$ cat src/rtl/reg_write_serializer.sv
// Drains a pending-write mask into one register index per handshake, lowest first; optional abort via WRITE_SER_ABORT_EN.
// Latency: a mask accepted at edge E shows its first index from E+1; one index per cycle while out_ready=1.
// Backpressure: in_ready=0 while scanning; writeReg/pending hold while RegWrite=1 & out_ready=0.
module reg_write_serializer #(
    parameter int N_REGS   = 32,
    parameter int IDX_W    = 5,
    parameter int ZERO_REG = 31
) (
    input  logic              clk,
    input  logic              reset,
    input  logic              in_valid,
    output logic              in_ready,
    input  logic [N_REGS-1:0] in_mask,
    output logic [IDX_W-1:0]  writeReg,
    output logic              RegWrite,
    input  logic              out_ready,
`ifdef WRITE_SER_ABORT_EN
    input  logic              abort,
`endif
    output logic              done
);

    typedef enum logic [0:0] {
        S_IDLE = 1'b0,
        S_SCAN = 1'b1
    } state_t;

    localparam logic [N_REGS-1:0] ZERO_MASK = {{(N_REGS-1){1'b0}}, 1'b1} << ZERO_REG;

    state_t              r_state;
    logic [N_REGS-1:0]   r_pending;
    logic [IDX_W-1:0]    r_write_reg;
    logic                r_in_ready;
    logic                r_reg_write;
    logic                r_done;

    logic [N_REGS-1:0]   w_stripped;
    logic [N_REGS-1:0]   w_pending_drop;
    logic [IDX_W-1:0]    w_stripped_idx;
    logic [IDX_W-1:0]    w_drop_idx;

    function automatic logic [IDX_W-1:0] lowest_idx(input logic [N_REGS-1:0] v);
        lowest_idx = '0;
        for (int i = N_REGS - 1; i >= 0; i--) begin
            if (v[i]) lowest_idx = IDX_W'(i);
        end
    endfunction

    // Clearing the lowest set bit: x & (x-1). The index register is loaded with the
    // encode of the *next* pending value so writeReg comes straight from a flop.
    always_comb begin
        w_stripped     = in_mask & ~ZERO_MASK;
        w_pending_drop = r_pending & (r_pending - N_REGS'(1));
        w_stripped_idx = lowest_idx(w_stripped);
        w_drop_idx     = lowest_idx(w_pending_drop);
    end

    always_ff @(posedge clk or negedge reset) begin
        if (!reset) begin
            r_state     <= S_IDLE;
            r_pending   <= '0;
            r_write_reg <= '0;
            r_in_ready  <= 1'b1;
            r_reg_write <= 1'b0;
            r_done      <= 1'b0;
        end else begin
            r_done <= 1'b0;
            case (r_state)
                S_IDLE: begin
                    if (in_valid) begin
                        r_pending   <= w_stripped;
                        r_write_reg <= w_stripped_idx;
                        if (w_stripped != '0) begin
                            r_state     <= S_SCAN;
                            r_in_ready  <= 1'b0;
                            r_reg_write <= 1'b1;
                        end else begin
                            r_done <= 1'b1;
                        end
                    end
                end
                S_SCAN: begin
`ifdef WRITE_SER_ABORT_EN
                    if (abort) begin
                        // An index handshaken this cycle is already delivered; just drop the rest.
                        r_state     <= S_IDLE;
                        r_pending   <= '0;
                        r_write_reg <= '0;
                        r_in_ready  <= 1'b1;
                        r_reg_write <= 1'b0;
                    end else
`endif
                    if (out_ready) begin
                        r_pending   <= w_pending_drop;
                        r_write_reg <= w_drop_idx;
                        if (w_pending_drop == '0) begin
                            r_state     <= S_IDLE;
                            r_in_ready  <= 1'b1;
                            r_reg_write <= 1'b0;
                            r_done      <= 1'b1;
                        end
                    end
                end
                default: begin
                    r_state     <= S_IDLE;
                    r_pending   <= '0;
                    r_write_reg <= '0;
                    r_in_ready  <= 1'b1;
                    r_reg_write <= 1'b0;
                end
            endcase
        end
    end

    assign in_ready = r_in_ready;
    assign RegWrite = r_reg_write;
    assign writeReg = r_write_reg;
    assign done     = r_done;

endmodule
$ cat config.mk
export PLATFORM = sky130hd
export DESIGN_NAME = reg_write_serializer
export DESIGN_NICKNAME = d
export VERILOG_FILES = /design/src/rtl/reg_write_serializer.sv
export SDC_FILE = /design/constraint.sdc
export NUM_CORES = 1
export LEC_CHECK = 0
export CAP_MARGIN = 5
export CORE_ASPECT_RATIO = 0.6
export CORE_MARGIN = 2
export CORE_UTILIZATION = 45
export CTS_BUF_LIST = sky130_fd_sc_hd__clkbuf_4 sky130_fd_sc_hd__clkbuf_8 sky130_fd_sc_hd__clkbuf_16
export CTS_CLUSTER_DIAMETER = 60
export CTS_CLUSTER_SIZE = 25
export DETAILED_ROUTE_END_ITERATION = 16
export DONT_BUFFER_PORTS = 1
export PLACE_DENSITY = 0.6
export SYNTH_ARGS = -nofsm -noshare
export SYNTH_HDL_FRONTEND = slang
export SYNTH_SLANG_ARGS = --single-unit
export TNS_END_PERCENT = 10
$ cat constraint.sdc
create_clock -name clk -period 2.3 [get_ports clk]
set_input_delay 0.46 -clock clk [delete_from_list [all_inputs] [get_ports clk]]
set_output_delay 0.46 -clock clk [all_outputs]
set_load 0.005 [all_outputs]
== Word-level counts from Yosys, hierarchy flattened ==
Index checks and enable logic that the tools add are counted.

* Add/sub/neg operators: 1
* Equal/unequal tests: 4
* Mux-type cells: 89
* Bitwise gates (word level): 2
* Reductions and logical operators: 4

{| class="wikitable"
|+ Operators by type and width
! cell !! count
|-
| 2-to-1 mux 5 bit || 65
|-
| 2-to-1 mux 32 bit || 2
|-
| case mux 32 bit (2 select lines) || 1
|-
| bitwise AND 32 bit || 1
|-
| logical NOT 32 bit || 1
|-
| nonzero test 32 bit || 1
|-
| subtractor 32 x 1 -> 32 bit, second input constant || 1
|-
| 2-to-1 mux 1 bit || 16
|-
| case mux 5 bit (2 select lines) || 1
|-
| case mux 1 bit (2 select lines) || 4
|-
| != test 2 bit, second input constant || 3
|-
| AND reduction 4 bit || 1
|-
| != test 2 x 1 -> 1 bit, second input constant || 1
|-
| AND reduction 2 bit || 1
|-
| inverter 1 bit || 1
|}

* Register bits after elaboration: 41
* Bits of input ports: 36
* Word-level logic and storage cells: 106

== Logic depth before layout (Yosys ltp) ==
Gate-level depths: netlist of run 1.

* Depth in word-level cells: 36
* Depth in mapped cells: 9

== Worst setup path before layout of run 1 ==
OpenSTA, ideal clock, no wires.

* Path type: reg2reg
* Start point: reg r_pending[2]
* End point: reg r_reg_write (netlist: RegWrite)
* Arrival: 2.301 ns
* Required time: 2.179 ns
* Setup slack: -0.122 ns
* Cell stages (with the launch flop): 9
* Buffers on the path: 1
* Path through: dfrtp_1 or4_1 buf_2 maj3_2 o221a_2 nor2_1 and4_1 nand4_1 a22o_1

* Cells in the longest elaborated chain, start to end: 5

{| class="wikitable"
|+ Ends and longest elaborated chain
! element !! RTL line !! RTL
|-
| start: declaration || 31 || <nowiki>logic [N_REGS-1:0] r_pending;</nowiki>
|-
| start signal: assignment || 71 || <nowiki>r_pending <= w_stripped;</nowiki>
|-
| start signal: assignment || 94 || <nowiki>r_pending <= w_pending_drop;</nowiki>
|-
| subtractor 32 x 1 -> 32 bit || 53 || <nowiki>w_pending_drop = r_pending & (r_pending - N_REGS'(1));</nowiki>
|-
| bitwise AND 32 bit * || 53 ||
|-
| logical NOT 32 bit * || 96 || <nowiki>if (w_pending_drop == '0) begin</nowiki>
|-
| != test 2 x 1 -> 1 bit (no line) * || n/a ||
|-
| AND reduction 4 bit (no line) * || n/a ||
|-
| end signal: assignment || 64 || <nowiki>r_reg_write <= 1'b0;</nowiki>
|-
| end signal: assignment || 99 || <nowiki>r_reg_write <= 1'b0;</nowiki>
|-
| end signal: assignment || 109 || <nowiki>r_reg_write <= 1'b0;</nowiki>
|-
| end: declaration || 34 || <nowiki>logic r_reg_write;</nowiki>
|}

Every way passes the cells marked *; elsewhere a longest branch is shown, timed or not.
A chain may end at the register's enable or synchronous reset.

== Worst setup path in the final report of run 1 ==
* Start point: reg r_pending[1]
* End point: reg r_reg_write (netlist: RegWrite)

Same word-level chain as after synthesis.

==> results summary, run 1 <==
sky130_fd_sc_hd__o21ai_0 is the most common cell in the netlist. Of the total power, registers draw 18.7%. The die covers 8180 µm². TritonCTS built the clock tree. The count of input and output buffers came out at 0. The final worst clock skew is 7.03 ps. The effective utilization at floorplan is 46.4%. The top achievable clock speed is 0.422 GHz.

The row count came out at 24. The number of search-and-repair iterations in the first detailed-routing pass came out at 5. The slowest stage of the critical path is the sky130_fd_sc_hd__dfrtp_2 cell.

The summed instance area of the synthesized netlist came out at 3350 µm². The overall routed net length is 12500 µm. The switching part of the total is 45.2%. The maximum vdd ir drop is 0.000669 V. The final-report setup violation count came out at 8. The longest clock path from root to sink contains 2 buffers.

The final reports fail on negative setup slack. The worst path required time is 2490 ps. The worst-case reg-to-reg path depth came out at 8. The combined global-route utilization of all metal layers came out at 31.2%. OpenSTA, run right after detailed placement, puts the worst setup slack at -115 ps. The run finished, with violations left. The post-route DRC violation count came out at 0. The diode insertion count for antenna repair is 0. The critical path is of the reg2reg type.

The number of max-slew violations in the final report is 0. The total number of vias came out at 3870. The design internal power is 3.51 mW. The number of global-route vias before repair was 3544. Fill cells in the final layout number 624. Across all register-to-register paths, the minimum setup slack is -70 ps. The maximum net fanout on the critical path is 3.

After clock tree synthesis, the clock-pin slew on the worst setup and hold paths is 70 ps. The critical path capture point is RegWrite. The commonest cells after synthesis are 49 x sky130_fd_sc_hd__o21ai_0, 44 x sky130_fd_sc_hd__nand2_1, 40 x sky130_fd_sc_hd__dfrtp_1. The area share of the leading cell type in the synthesized netlist is 29.8%. The count of routing violations after the opening detailed-route iteration came out at 444.

The tool flagged a number of max-cap violations equal to 0. The die outline height is 70.9 µm. Data arrives at the worst endpoint at 2560 ps. Counting flops and latches in the post-synthesis netlist gives 41. The sequential area share after synthesis came out at 30.6%. The static leakage is 1.88 nW. The post-layout net count came out at 525.

The portion of the clock cycle consumed by the worst path in the final layout is 103%. The worst slew margin relative to its limit came out at 57.5%. The slew at the pin closest to its max-slew limit came out at 631 ps. The total congestion overflow after global routing is 0. The min-delay analysis places its worst path in the category in2async. The via density per instance came out at 6.52. The post-detailed-route wirelength per cell is 21.1 µm. The critical path starts at r_pending[1].

The total count of hold-check failures in the final report came out at 0. The type of origin of the critical path is a flip-flop. The post-route netlist has 28.6% of its cells at a drive strength greater than 1. Traced cell by cell, the critical path runs through buf_4, or4_4, maj3_2, o221a_2, nor2_2, and4_1, nand4_1, a22o_1. The portion of total power attributed to combinational logic is 70.0%. The startpoint identified for the worst register-to-register timing path is r_pending[1].

The pin count of the biggest net entering global routing came out at 41. A synthesized cell averages 7.93 µm². The number of enable-type register cells in the synthesized netlist is 0. The worst register-to-register path ends at RegWrite. Once routing completed, OpenROAD measured the worst setup slack at -70.5 ps. The post-DP HPWL came out at 9110 µm. 44 I/O pins were placed. The cell sitting at the root of the clock tree is a sky130_fd_sc_hd__clkbuf_16. The total nets after synthesis is 459. Setup repair after global routing could not meet its margin everywhere.

The count of unique library cells instantiated by Yosys came out at 68. The power density over the cells came out at 1490 nW/µm². The final core utilization is 59.5%.

The signed area change from the synthesized netlist to the final layout came out at 28.3%. The first global-routing pass estimated 19300 µm of wire. In this run the power spent charging and discharging nets is 2.90 mW.

The core area came out at 7240 µm². The fraction of synthesis flops using an asynchronous set or reset pin is 100%. The total of warnings raised by yosys is 0. The number of clock sinks is 41. The die width came out at 115 µm. The number of cells produced by synthesis came out at 423. The clock period minus final worst setup slack came out at 2370 ps. The footprint of the multi-input gates came out at 2260 µm². The worst setup path is captured at a flip-flop.

Ranked by total cell area, the synthesized netlist is headed by sky130_fd_sc_hd__dfrtp_1 30%, sky130_fd_sc_hd__o21ai_0 7.3%, sky130_fd_sc_hd__nand2_1 4.9%. The clock latency reported for the late side of the worst-skew pair came out at 290 ps. In this run the number of H-tree levels came out at 2. At the end of routability-driven placement, the weighted congestion stood at 0.969. Among all flip-flop cells after synthesis, the most frequent one is sky130_fd_sc_hd__dfrtp_1. The biggest area consumer among synthesized cells is sky130_fd_sc_hd__dfrtp_1. The number of antenna violations at the first check in global routing is 0. The number of nets still failing antenna checks after routing is 0. Counting the buffers created by CTS gives 5. The part of the total power dissipated in the clock network is 11.3%. The sequential cell area in the final layout is 1030 µm².

For this run, the slowest stage of the critical path takes 440 ps.
[worst max-delay path: cells and delay by family, from the launching register on]
family / cells / cell delay (ps)
buffers and inverters: 1 / 150
AOI/OAI and AO/OA: 2 / 460
DFF: 1 / 440
adders and majority gates: 1 / 330
and+or+nand+nor: 4 / 890
[power groups by stage]
| stage | Clock, mW | Sequential (mW) | Combinational, mW |
|---|---|---|---|
| 4_1_cts | 0.732 | 1.19 | 4.26 |
| 2_1_floorplan | 0 | 1.15 | 2.34 |
| 5_1_grt | 0.783 | 1.23 | 4.79 |
| 6_report | 0.728 | 1.20 | 4.49 |
| 3_3_place_gp | 0 | 1.20 | 3.76 |
| 3_5_place_dp | 0 | 1.20 | 3.85 |
[cell usage in the layout, fill, tap and decap left out, drive strengths merged, types with 4 or more instances in the layout]
cell type	instances
a2111oi	4
a21o	7
a21oi	26
a22o	17
a31oi	5
and3	4
buf	86
clkbuf	6
dfrtp	40
inv	15
maj3	8
mux2i	4
nand2	44
nand2b	4
nand3	10
nand4	10
nor2	32
nor2b	5
nor3	12
nor4	15
o211ai	6
o21a	4
o21ai	51
o311ai	4
o31ai	10
or2	7
or4	4
[through the flow]
step / cell area [µm²] / cells / TNS (ps) / total power [mW] / hold slack, ps
finish: 4310 / 594 / -288 / 6.41 / 3.64
global route: 4310 / 594 / -1130 / 6.80 / 11.4
CTS: 4260 / 592 / -28.9 / 6.18 / 1.70
detailed placement: 3960 / 578 / -558 / 5.05 / 166
global placement: 3960 / 578 / -336 / 4.96 / 165
floorplan: 3360 / 423 / -375 / 3.49 / 164
[cell families after synthesis]
| logic type | share of synthesized area [%] |
|---|---|
| AO/OA/AOI/OAI | 33.5 |
| XOR/XNOR | 0.783 |
| adder cells (fa/ha/maj) | 2.46 |
| buffers and inverters | 5.26 |
| flip-flops | 30.6 |
| multiplexers | 1.19 |
| AND/OR/NAND/NOR | 26.1 |
[layer usage]
metal	up-vias	GRT usage [%]	routed length, µm
li1	1761	-	-
met1	1844	50.3	5770
met2	251	42.9	5240
met3	14	6.34	1410
met4	0	5.09	85
met5	-	0	0
[state kept, by name, summed over array words and instances, names as in the netlist]
register   count
r_pending     32
writeReg       5
RegWrite       1
done           1
in_ready       1
r_state        1
[worst min path at each step]
stage               slack (ps)  depth (start not counted)            end  start
floorplan                  160                          0       RegWrite  reset
global placement           170                          0  r_pending[10]  reset
detailed placement         170                          0  r_pending[11]  reset
CTS                          2                          0       in_ready  reset
global route                10                          1   r_pending[9]  reset
finish                       4                          1   r_pending[8]  reset
[area by class of cell]
| class | instances | share of cell area, % |
|---|---|---|
| Clock inverter | 2 | 0.232 |
| Sequential cell | 41 | 23.9 |
| Tap cell | 104 | 3.02 |
| Timing Repair Buffer | 87 | 16.0 |
| Clock buffer | 6 | 3.08 |
| Multi-Input combinational cell | 339 | 52.5 |
| Inverter | 15 | 1.31 |
[timing repair]
item | 4_1_cts | 5_1_grt
endpoints found under the hold margin | 40 | 1
resized for setup | 23 | 8
pin swaps | 7 | 4
buffers inserted | 5 | 1
endpoints found under the setup margin | 9 | 10
hold buffers | 1 | 1
Note: power is estimated with default switching activity, not from simulation.
==> run 2: changes to the inputs <==
Settings changed: CELL_PAD_IN_SITES_DETAIL_PLACEMENT set to 0, CELL_PAD_IN_SITES_GLOBAL_PLACEMENT set to 1, CORE_UTILIZATION 45 to 38, DONT_BUFFER_PORTS 1 to not set, HOLD_SLACK_MARGIN set to 0.1, PLACE_DENSITY 0.6 to 0.76.
==> run 2 against run 1 <==
Effect of this change: the flow still finishes with violations (negative setup slack); total power grew 3.1%; core utilization shrank 1.4 points; maximum frequency shrank 1.9%; critical endpoint unchanged; largest power group unchanged.
==> results summary, run 2 (same netlist as run 1, synthesis figures left out) <==
The flow ran to the end, but the final reports show violations. The final reports fail on negative setup slack. The post-DP HPWL came out at 9940 µm. From bottom edge to top edge, the die measures 76.8 µm. The portion of the clock cycle consumed by the worst path in the final layout is 105%. The slowest stage of the critical path is the sky130_fd_sc_hd__dfrtp_1 cell. The maximum net fanout on the critical path came out at 7. Summed over all cells, the static leakage comes to 2.21 nW.

TritonCTS built the clock tree. The sum of met2 wire segment lengths after detailed routing came out at 5120 µm. The post-layout net count came out at 603.

The wire length on met3 is 1350 µm. Between clock sinks in the finished design, the worst skew comes to 8.31 ps. TritonCTS created 5 clock buffers. The type of origin of the critical path is a flip-flop. The first TritonRoute pass finished after 5 iterations. After global routing the overflow that remains totals 0.

The max-capacitance violation count came out at 0. The combined global-route utilization of all metal layers came out at 27.4%. The routed length on met1 is 6470 µm. The number of buffers inserted by hold repair at cts is 0. The number of nets still failing antenna checks after routing came out at 0.

The region available for standard cell placement spans 8560 µm². The number of buffers and inverters on the critical path is 3. The maximum vdd ir drop is 0.000613 V.

Summing all placed instances gives a cell area of 4710 µm². The number of antenna violations at the first check in global routing was 0. The power density over the cells came out at 1330 nW/µm². During placement, the flow inserted port buffers numbering 42. Setup repair after global routing could not meet its margin everywhere.

The final route contains 4061 vias. Derived from the worst setup path, the maximum achievable clock frequency is 0.414 GHz. Data on the critical path arrives at its endpoint at 2600 ps. The clock-pin slew on the worst setup and hold paths came out at 70 ps. Leaving out fill and tap cells, the most frequent cell in the layout is sky130_fd_sc_hd__buf_4. The post-route DRC violation count is 0.

The cell family contributing the most delay on the critical path is simple AND/OR/NAND/NOR gates. The final-report setup violation count came out at 9. The die width came out at 125 µm. The most flop-heavy register is r_pending. The power consumption came out at 6.61 mW. Entering global routing, the biggest net connects 42 pins.

The worst path required time came out at 2490 ps. The row count came out at 26. The effective utilization at floorplan came out at 39.2%. Clock tree synthesis selected as its root buffer the cell sky130_fd_sc_hd__clkbuf_16. The die footprint came out at 9620 µm². By instance count, the cell type seen most on the critical path is sky130_fd_sc_hd__buf_4. The maximum root-to-sink buffer count came out at 2. The number of max-slew violations in the final report is 0. The clock latency reported for the late side of the worst-skew pair is 290 ps.

Walking the worst path, the cells encountered are nor4_4, buf_4, nand4_1, buf_4, nor3_1, o31ai_1, buf_4, a21oi_2, nand4_1, a22o_1. The worst path in the final design needs a cycle of 2420 ps, including I/O delays and setup. The tree built by TritonCTS fans out to 41 sinks. The final core utilization is 58.1%. The post-route standard cell area excluding fillers is 4970 µm². The maximum single-stage delay on the critical path came out at 420 ps.

The top metal layer carrying routed signals is met4. The min-delay analysis places its worst path in the category in2async. The diode insertion count for antenna repair came out at 0. The register with the most flip-flops in the layout has 32 of them. Across all setup checks in the final design, the least slack found is -116 ps. In this run the tightest slew margin relative to its limit is 61.6%.

Relative to the synthesized area, the layout overhead comes to 48.1%. The post-detailed-route wirelength per cell is 19.2 µm. The total count of hold-check failures in the final report came out at 0.

The tightest hold path in the finished design has a slack of 231 ps. Dividing the detail-routed via count by the number of cells gives 5.97. The overall routed net length is 13000 µm. The number of global-route vias before repair was 3845. The boundary pin count is 44. The category of the most critical setup path is reg2reg. The worst setup path is captured at a flip-flop.

The slew at the pin closest to its max-slew limit came out at 576 ps. At the placement stage, the worst setup path has a slack of -336 ps. Leaving out fill and tap cells, the most frequent cells in the layout are 121 x sky130_fd_sc_hd__buf_4, 47 x sky130_fd_sc_hd__o21ai_0, 44 x sky130_fd_sc_hd__nand2_1. The detailed router finished its first iteration with 405 violations.

The filler cells instantiated in the layout total 794. The routability-driven placement congestion ratio is 0.992. The proportion of layout cells with a drive suffix above 1 came out at 30.1%. The global-route wire length before repair came out at 20700 µm. The number of H-tree levels is 2.
==> run 2: final timing paths <==
kind	start	to	slack, ps	depth (start not counted)
min in group clk	in_ready	in_ready	470	2
hold / removal	reset	r_pending[2]	230	2
hold reg to reg	in_ready	in_ready	470	2
setup reg to reg	r_pending[2]	RegWrite	-120	10
setup / recovery	r_pending[2]	RegWrite	-120	10
max in group asynchronous	reset	r_pending[22]	1650	2
==> run 2: report_power, final <==
part           internal [mW]  switching [mW]
Combinational           2.32            2.38
Sequential             0.954           0.225
Clock                  0.412           0.319
Total                   3.68            2.93
==> run 2: per-layer routing <==
metal  global-route usage [%]  vias to the layer above
met3                     6.77                       14
met2                     38.3                      195
met1                     42.6                     1942
met4                     4.78                        0
li1                         -                     1910
met5                        0                        -
==> run 2: what timing repair did <==
| action | CTS | global route |
|---|---|---|
| endpoints found under the setup margin | 9 | 11 |
| buffers inserted | 1 | 0 |
| pin swaps | 4 | 0 |
| gates resized for setup | 15 | 9 |
==> run 2: layout make-up <==
cell class              instances  area [µm²]  share of cell area (%)
clock buffers                   6         133                    2.67
clock inverters                 2        10.0                   0.202
inverters                      15        56.3                    1.13
multi-input cells             339        2250                    45.4
flip-flops and latches         41        1030                    20.7
well taps                     112         140                    2.82
repair buffers                165        1350                    27.1
==> run 2: worst register-to-register path, stage by stage, from the launching register on <==
cell	delay (ps)
sky130_fd_sc_hd__dfrtp_1	420
sky130_fd_sc_hd__nor4_4	270
sky130_fd_sc_hd__buf_4	190
sky130_fd_sc_hd__nand4_1	110
sky130_fd_sc_hd__buf_4	210
sky130_fd_sc_hd__nor3_1	250
sky130_fd_sc_hd__o31ai_1	170
sky130_fd_sc_hd__buf_4	160
sky130_fd_sc_hd__a21oi_2	180
sky130_fd_sc_hd__nand4_1	150
sky130_fd_sc_hd__a22o_1	200
==> run 2: per-stage QoR <==
step                      instances  TNS [ps]
after floorplan                 423      -375
after global placement          671     -1380
after detailed placement        671     -1710
after CTS                       680      -345
after global routing            680     -2130
final                           680      -602
==> run 3: changes to the inputs <==
Settings changed: CORE_UTILIZATION 38 to 25, GPL_TIMING_DRIVEN set to 0, PLACE_DENSITY 0.76 to 0.53.
==> run 3 against run 2 <==
Effect of this change: the flow still finishes with violations (negative setup slack); sequential power rose by 5%; maximum frequency fell by 3.4%; non-clock buffer count fell by 60; total power rose by 3.0%; worst setup slack got worse by 86 ps; cell count fell by 0.29%; critical endpoint unchanged.
==> results summary, run 3 (same netlist as run 1, synthesis figures left out) <==
The sequential cell area in the final layout came out at 1030 µm². The maximum vdd ir drop came out at 0.000480 V. The total count of hold-check failures in the final report came out at 0. For the worst setup path, the data arrival time is 2680 ps. The total number of vias is 3863. The routability-driven placement congestion ratio came out at 0.899.

The path class of the tightest hold or removal check is in2async. In the routed design, unresolved DRC markers number 0. The combined buffer and inverter count along the critical path is 1. The maximum single-stage delay on the critical path came out at 450 ps.

The signed area change from the synthesized netlist to the final layout is 42.7%. The critical path crosses 8 cells after its start point. The worst path uses 109% of the clock period.

The combined global-route utilization of all metal layers is 20.7%. CTS placed an instance of sky130_fd_sc_hd__clkbuf_16 at the clock tree root. The highest-delay cell along the critical path is sky130_fd_sc_hd__dfrtp_2. The endpoint kind of the worst setup timing path is a flip-flop. The worst setup slack after placement came out at -849 ps. The footprint of the multi-input gates is 2460 µm². The TritonCTS buffer count is 5. The maximum root-to-sink buffer count came out at 2. The flow ran to the end, but the final reports show violations. The core area came out at 13000 µm². The power density over the cells is 1420 nW/µm². The number of max-slew violations in the final report came out at 0. The setup slack of the critical path after layout came out at -202 ps. In the layout the commonest cells are 44 x sky130_fd_sc_hd__o21ai_0, 43 x sky130_fd_sc_hd__nand2_1, 37 x sky130_fd_sc_hd__clkdlybuf4s50_1. The effective utilization at floorplan is 25.9%. The max-capacitance violation count came out at 0.

The maximum net fanout on the critical path is 4. The row count is 32. The cell family contributing the most delay on the critical path is simple AND/OR/NAND/NOR gates.

Setup repair after global routing could not meet its margin everywhere. TritonCTS built the clock tree. Global routing finished with a remaining overflow of 0. Based on the critical path, the design can be clocked at up to 0.400 GHz. The number of antenna violations at the first check in global routing is 0.

The most flop-heavy register is r_pending. The number of placed instances with taps included came out at 635. STA classifies the critical path startpoint as a flip-flop. The final worst clock skew came out at 8.10 ps. By startpoint and endpoint, the worst setup path is classified as reg2reg. The number of search-and-repair iterations in the first detailed-routing pass came out at 5. The flip-flop count of the largest register after layout is 32.

The post-DP HPWL came out at 10800 µm. The final reports fail on negative setup slack. The pin count of the biggest net entering global routing is 22.

The clock-pin slew on the worst setup and hold paths came out at 70 ps. The worst slew margin relative to its limit came out at 41.9%. The diode insertion count for antenna repair is 0. The post-route netlist has 24.4% of its cells at a drive strength greater than 1. The number of nets still failing antenna checks after routing came out at 0. The count of input and output buffers is 41.

The number of clock sinks came out at 41. The count of routing violations after the opening detailed-route iteration is 358. After filler insertion, the fill cell instance count of the layout stands at 1360. The number of global-route vias before repair is 3473. The die outline height came out at 93.7 µm.

The post-detailed-route wirelength per cell came out at 21.6 µm. Wires add up to 14700 µm. The post-layout net count came out at 543. The worst-case reg-to-reg path depth is 8. Traced cell by cell, the critical path runs through nor4_4, buf_4, nand3b_1, maj3_2, o31ai_4, and4_1, nand4_1, a22o_1. For the worst setup path, the data required time is 2480 ps. Counting I/O delays and the setup requirement, the final critical path takes 2500 ps. The die width is 154 µm.

The static leakage is 1.95 nW. The global-route wire length before repair is 22300 µm. The boundary pin count came out at 44. The via density per instance is 5.70. Setup total negative slack on the finished layout was measured at -988 ps. The die footprint is 14400 µm². The clock latency reported for the late side of the worst-skew pair came out at 290 ps. The clock tree synthesis step divided the H-tree into 2 levels. The finished layout holds 678 standard cells, fillers aside. The most common cell after layout, fill and taps aside is sky130_fd_sc_hd__o21ai_0. Setup violations remaining at the end of the flow were counted as 9.

For the pin with the worst max-slew slack, the measured transition is 872 ps.
-- run 3: cell types whose count changed in the layout (fill, tap and decap cells not counted), moves of 3 or more --
| cell | previous run | this run |
|---|---|---|
| sky130_fd_sc_hd__dfrtp_1 | 40 | 34 |
| sky130_fd_sc_hd__dfrtp_2 | 0 | 6 |
| sky130_fd_sc_hd__buf_2 | 1 | 5 |
| sky130_fd_sc_hd__clkdlybuf4s50_1 | 41 | 37 |
| sky130_fd_sc_hd__nor4_2 | 2 | 7 |
| sky130_fd_sc_hd__nor4_1 | 11 | 2 |
| sky130_fd_sc_hd__dlymetal6s2s_1 | 0 | 3 |
| sky130_fd_sc_hd__nor4_4 | 2 | 6 |
| sky130_fd_sc_hd__buf_4 | 121 | 32 |
| sky130_fd_sc_hd__clkbuf_1 | 0 | 14 |
| sky130_fd_sc_hd__clkbuf_2 | 0 | 4 |
| sky130_fd_sc_hd__buf_6 | 2 | 7 |
| sky130_fd_sc_hd__o21ai_0 | 47 | 44 |
-- run 3: worst paths after layout --
kind,endpoint,start,slack [ps]
max in group asynchronous,in_ready,reset,1530
min reg2reg,in_ready,in_ready,470
min,r_pending[3],reset,160
max reg2reg,RegWrite,r_pending[1],-200
min in group clk,in_ready,in_ready,470
max,RegWrite,r_pending[1],-200
-- run 3: cell type report --
type / instances / area share [%]
flip-flops and latches: 41 / 21.6
well taps: 170 / 4.44
clock buffers: 8 / 3.21
inverters: 15 / 1.18
multi-input cells: 339 / 51.4
plain buffers: 27 / 2.95
repair buffers: 78 / 15.2
-- run 3: report_power, final --
part | internal [mW] | switching [mW] | leakage [nW] | total, mW
logic | 2.26 | 2.53 | 1.34 | 4.78
registers | 0.956 | 0.288 | 0.528 | 1.24
clock network | 0.458 | 0.323 | 0.0780 | 0.782
total | 3.67 | 3.14 | 1.95 | 6.81
-- run 3: worst reg2reg max path, cell delays in order (launching register included) --
cell and delay, ps:
sky130_fd_sc_hd__dfrtp_2 450, sky130_fd_sc_hd__nor4_4 340, sky130_fd_sc_hd__buf_4 210, sky130_fd_sc_hd__nand3b_1 140, sky130_fd_sc_hd__maj3_2 370, sky130_fd_sc_hd__o31ai_4 290, sky130_fd_sc_hd__and4_1 260, sky130_fd_sc_hd__nand4_1 130
sky130_fd_sc_hd__a22o_1 200
-- run 3: timing repair --
item | in CTS | in global routing
buffers inserted | 20 | 16
endpoints found under the setup margin | 34 | 23
pin swaps | 14 | 14
gates resized for setup | 58 | 29
hold buffers | 0 | 0
-- run 3: routing by layer --
metal	GRT usage (%)	up-vias	wire length, µm
met3	4.57	5	983
met2	26.1	126	5360
li1	-	1789	-
met4	2.06	0	50
met1	35.1	1943	8260
met5	0	-	0
-- run 3: per-stage QoR --
stage	instance area [µm²]	hold WS (ps)	power, mW	util, %
after floorplan	3360	164	3.49	-
after global placement	3980	448	4.55	30.7
after detailed placement	4000	460	4.55	30.8
after CTS	4540	184	6.27	35.0
after global routing	4790	201	7.26	36.9
final	4790	159	6.81	36.9
